`src/rtl/id_ex_stage_r0.sv`:
```
`default_nettype none
// ============================================================================
// Module   : id_ex_stage_r0
// Purpose  : ID/EX pipeline register for the five-stage MIPS core. Latches the
//            decoded instruction, detects load-use hazards against the load
//            in EX, raises a combinational stall, and inserts bubbles on
//            hazard or branch flush. A memory hold freezes the whole register.
// Revision : r0 - initial release
// ============================================================================
module id_ex_stage_r0 #(
  parameter int BIT_WIDTH      = 32,
  parameter int REG_ADDR_WIDTH = 5,
  parameter int CNT_WIDTH      = 16
) (
  input  logic                      clk,
  input  logic                      rst,
  input  logic                      id_valid,
  input  logic [REG_ADDR_WIDTH-1:0] id_rs,
  input  logic [REG_ADDR_WIDTH-1:0] id_rt,
  input  logic [REG_ADDR_WIDTH-1:0] id_rd,
  input  logic                      id_useRs,
  input  logic                      id_useRt,
  input  logic [BIT_WIDTH-1:0]      id_rsData,
  input  logic [BIT_WIDTH-1:0]      id_rtData,
  input  logic [BIT_WIDTH-1:0]      id_imm,
  input  logic [3:0]                id_aluOp,
  input  logic                      id_aluSrc,
  input  logic                      id_regDst,
  input  logic                      id_memRead,
  input  logic                      id_memWrite,
  input  logic                      id_writeReg,
  input  logic                      flush,
  input  logic                      hold,
  output logic                      stall,
  output logic                      ex_valid,
  output logic [REG_ADDR_WIDTH-1:0] ex_rs,
  output logic [REG_ADDR_WIDTH-1:0] ex_rt,
  output logic [REG_ADDR_WIDTH-1:0] ex_regToWrite,
  output logic [BIT_WIDTH-1:0]      ex_rsData,
  output logic [BIT_WIDTH-1:0]      ex_rtData,
  output logic [BIT_WIDTH-1:0]      ex_imm,
  output logic [3:0]                ex_aluOp,
  output logic                      ex_aluSrc,
  output logic                      ex_memRead,
  output logic                      ex_memWrite,
  output logic                      ex_writeReg,
  output logic [CNT_WIDTH-1:0]      ex_stallCount
);

  localparam logic [CNT_WIDTH-1:0]      CNT_ONE  = {{(CNT_WIDTH-1){1'b0}}, 1'b1};
  localparam logic [CNT_WIDTH-1:0]      CNT_MAX  = {CNT_WIDTH{1'b1}};
  localparam logic [REG_ADDR_WIDTH-1:0] REG_ZERO = '0;

  logic                      hz;
  logic                      load_in_ex;
  logic                      rs_match;
  logic                      rt_match;
  logic [REG_ADDR_WIDTH-1:0] id_dest;

  // Hazard detection: a load writing a non-zero register sits in EX and the
  // decode-stage instruction reads that register.
  always_comb begin
    load_in_ex = ex_valid & ex_memRead & ex_writeReg & (ex_regToWrite != REG_ZERO);
    rs_match   = id_useRs & (id_rs == ex_regToWrite);
    rt_match   = id_useRt & (id_rt == ex_regToWrite);
    hz         = load_in_ex & id_valid & (rs_match | rt_match);
    stall      = (hz | hold) & ~flush;
    id_dest    = id_regDst ? id_rd : id_rt;
  end

  // EX register: flush > hold > hazard bubble > normal load. A bubble zeroes
  // every field so the forwarding unit can never match against it.
  always_ff @(posedge clk or posedge rst) begin
    if (rst) begin
      ex_valid      <= 1'b0;
      ex_rs         <= '0;
      ex_rt         <= '0;
      ex_regToWrite <= '0;
      ex_rsData     <= '0;
      ex_rtData     <= '0;
      ex_imm        <= '0;
      ex_aluOp      <= '0;
      ex_aluSrc     <= 1'b0;
      ex_memRead    <= 1'b0;
      ex_memWrite   <= 1'b0;
      ex_writeReg   <= 1'b0;
      ex_stallCount <= '0;
    end else if (flush || (!hold && hz)) begin
      ex_valid      <= 1'b0;
      ex_rs         <= '0;
      ex_rt         <= '0;
      ex_regToWrite <= '0;
      ex_rsData     <= '0;
      ex_rtData     <= '0;
      ex_imm        <= '0;
      ex_aluOp      <= '0;
      ex_aluSrc     <= 1'b0;
      ex_memRead    <= 1'b0;
      ex_memWrite   <= 1'b0;
      ex_writeReg   <= 1'b0;
      // Only hazard bubbles are counted; a flush bubble leaves the count.
      if (!flush && (ex_stallCount != CNT_MAX)) begin
        ex_stallCount <= ex_stallCount + CNT_ONE;
      end
    end else if (!hold) begin
      ex_valid      <= id_valid;
      ex_rs         <= id_rs;
      ex_rt         <= id_rt;
      ex_regToWrite <= id_dest;
      ex_rsData     <= id_rsData;
      ex_rtData     <= id_rtData;
      ex_imm        <= id_imm;
      ex_aluOp      <= id_aluOp;
      ex_aluSrc     <= id_aluSrc;
      // Side-effecting controls are suppressed for an empty decode slot.
      ex_memRead    <= id_memRead  & id_valid;
      ex_memWrite   <= id_memWrite & id_valid;
      ex_writeReg   <= id_writeReg & id_valid;
    end
  end

endmodule
`default_nettype wire
```
`config.mk`:
```
export PLATFORM = sky130hd
export DESIGN_NAME = id_ex_stage_r0
export DESIGN_NICKNAME = d
export VERILOG_FILES = /design/src/rtl/id_ex_stage_r0.sv
export SDC_FILE = /design/constraint.sdc
export NUM_CORES = 1
export LEC_CHECK = 0
export BUFFER_PORTS_ARGS = -buffer_cell sky130_fd_sc_hd__buf_2
export CAP_MARGIN = 0
export CORE_AREA = 2 2 117 119
export DETAILED_ROUTE_END_ITERATION = 8
export DIE_AREA = 0 0 119 121
export PLACE_DENSITY = 0.79
export SYNTH_ARGS = -nofsm -noshare
export SYNTH_HDL_FRONTEND = slang
export SYNTH_SLANG_ARGS = --single-unit
```
`constraint.sdc`:
```
create_clock -name clk -period 5.1 [get_ports clk]
set_input_delay 0.51 -clock clk [delete_from_list [all_inputs] [get_ports clk]]
set_output_delay 0.51 -clock clk [all_outputs]
set_load 0.02 [all_outputs]
```
==> out/results.ini <==
[critical_path]
crit_family=compound AO/OA/AOI/OAI gates
crit_chain=xnor2_1 -> nand4_1 -> o22ai_2 -> nand2_1 -> buf_4 -> a21oi_1 -> buf_2
r2r_start=ex_regToWrite[4]$_DFFE_PP0P_
worstPathArrival_ns=2.74
end_kind=primary output
reg2reg_slack_ns=2.25
worstRegToRegCells=5
critPathKind=flip-flop to primary output
r2r-end=ex_rtData[9]$_DFFE_PP0P_
critPathSlowestCell=o22ai_2
cp_max_fo=41
cp-start-kind=flip-flop
worst-path-buf-inv=2
slowest_delay_ns=0.64
cp.required_ns=4.59

[sta]
setup_viol=0
finalHoldViolCount=0
period_share=0.636
fin_crit_ns=3.25
rsz0062_at_grt=false
setup_ws_ns=1.85
max_freq_ghz=0.308
slew_violations=0
clock-skew-final_ns=0.00723
tightest_slew_ns=1.17
slew_headroom=0.217
finalSetupTns_ns=0
hold-worst-slack_ns=0.228

[routing]
dr.pass1.iters=4
wl_mm=16.9
vias_per_cell=5.39
vias=5267
drc=0
dr.first_iter.drc_count=360
post_drt_wl_per_cell_um=17.2
ant_nets=0

[synthesis]
synthArstFlopShare=1.00
synthFlopType=dfrtp_1
synth_seq_area_share=0.553
ys_types=34
synth-seq-cells=136
yosysTopAreaCellShare=0.553
synth_nets=674
ys_top_cells_by_area=dfrtp_1 55%, nand2_1 8.9%, o22ai_2 8.3%, a32o_1 6.5%, xnor2_1 3.6%
synth_area_per_cell_sq_um=11.3
yosysWarnings=0
synth_top_area_cell=dfrtp_1
syn_area_sq_mm=0.00615
syn_inst=546
synth_enable_flop_cells=0

[clocking]
cts_buffer_depth=2
cts.clk_slew.worst_paths_ns=0.06
tritoncts=built
post-cts-setup-buffer-count=0
cts_root_buf=clkbuf_16
cts_made_buffers=17
cts_hold_buffers=0
cts-resized-gates=0
htreeDepth=4
clock-sinks=136
clock_latency_ns=0.42

[pwr]
leakage_nw=4.11
max-vdd-ir-drop_v=0.000192
powerDensity_mw_per_mm2=341

[layout]
fin_cells=978
final_cell_mix=262 x buf_2, 146 x nand2_1, 136 x dfrtp_1
nets=912
utilization=0.622
final_common_cell=buf_2
areaGrowthSynthToFinish_pct=32.4
drive_gt1_frac=0.458

[global_route]
grt_pass1_wl_mm=26.6
first_global_vias=5193
grt.overflow.total=0
antenna_found_initial=4
grt_max_degree=85
grtUsageTotal=0.236

[die]
floorplan.die_area_sq_mm=0.0144
die_w_um=119
rows=42
die_h_um=121
core_sq_mm=0.0131
io_pins=264
start_util=0.470

[place]
preCtsSetupSlack_ns=2.11
gp_congestion=0.786
port_buffers=263
dp.cells=941
dp_hpwl_mm=11.4

[outcome]
status=completed

[min_path]
hold_path.class=input port to asynchronous set/reset pin

[job]
maxCapViolCount=0

[layer usage]
layer	vias up	GRT usage	routed length, um
li1	2441	-	-
met1	2560	0.298	7020
met2	228	0.376	8200
met3	38	0.0620	1140
met4	0	0.121	511
met5	-	0	0
[cell type report]
type / instances / area, sq um
fillers: 1076 / 4940
flip-flops and latches: 136 / 3400
multi-input cells: 346 / 2460
repair buffers: 270 / 1370
clock buffers: 20 / 467
well taps: 176 / 220
clock inverters: 12 / 149
inverters: 13 / 53.8
diodes: 5 / 12.5
[cells in the mapped netlist, types with 3 or more instances]
library cell	number
nor2_1	7
dfrtp_1	136
nand3_1	11
xnor2_1	25
mux2i_1	5
o41ai_2	8
nand2_1	146
and4_1	5
buf_6	7
o32ai_2	5
o22ai_2	41
a32o_1	40
and3_1	6
clkbuf_1	36
inv_1	12
buf_2	6
o22ai_1	23
nand4_1	6
a22o_1	3
[how the worst max path moves through the flow]
stage	start	endpoint	slack, ns	cells past startpoint
floorplan	rst	ex_aluOp[0]$_DFFE_PP0P_	0.95	1
global placement	id_rs[2]	stall	2.13	8
detailed placement	id_rs[4]	ex_regToWrite[1]$_DFFE_PP0P_	2.11	6
CTS	ex_regToWrite[4]$_DFFE_PP0P_	stall	1.85	7
global route	ex_regToWrite[3]$_DFFE_PP0P_	stall	1.61	7
finish	ex_regToWrite[4]$_DFFE_PP0P_	stall	1.85	7
[power by group]
group	leakage [nW]	switching (mW)	internal [mW]	total (mW)
logic	1.99	0.217	0.132	0.349
registers	1.82	0.0316	1.13	1.16
clock network	0.294	0.461	0.804	1.26
[logic make-up (layout without fill, tap and decap cells)]
group	count (synthesis)	in the layout	share of synthesized area
AND/OR/NAND/NOR	190	190	0.132
flip-flops	136	136	0.553
AO/OA/AOI/OAI	124	124	0.219
buffers and inverters	64	315	0.0488
XOR/XNOR	25	25	0.0356
multiplexers	6	6	0.00997
adder cells (fa/ha/maj)	1	1	0.00203
other	0	5	0
[per-stage QoR]
stage          power (mW)  cell area [sq um]
5_1_grt              2.88               8140
2_1_floorplan        1.39               6150
6_report             2.78               8140
3_5_place_dp         1.54               7510
4_1_cts              2.80               8130
3_3_place_gp         1.53               7510
[registers in the layout, indices dropped and copies added, names as in the netlist]
signal / cells
ex_imm: 32
ex_rsData: 32
ex_memRead: 1
ex_aluOp: 4
ex_writeReg: 1
ex_memWrite: 1
ex_regToWrite: 5
ex_rtData: 32
ex_rs: 5
ex_stallCount: 16
ex_rt: 5
ex_aluSrc: 1
ex_valid: 1
[worst reg2reg max path, cell delays in order (launching register included)]
cell	delay, ns
dfrtp_1	0.45
xnor2_1	0.20
nand4_1	0.13
o22ai_2	0.64
and2_4	1.04
o22ai_1	0.21
Power figures use the tool's default switching activity.
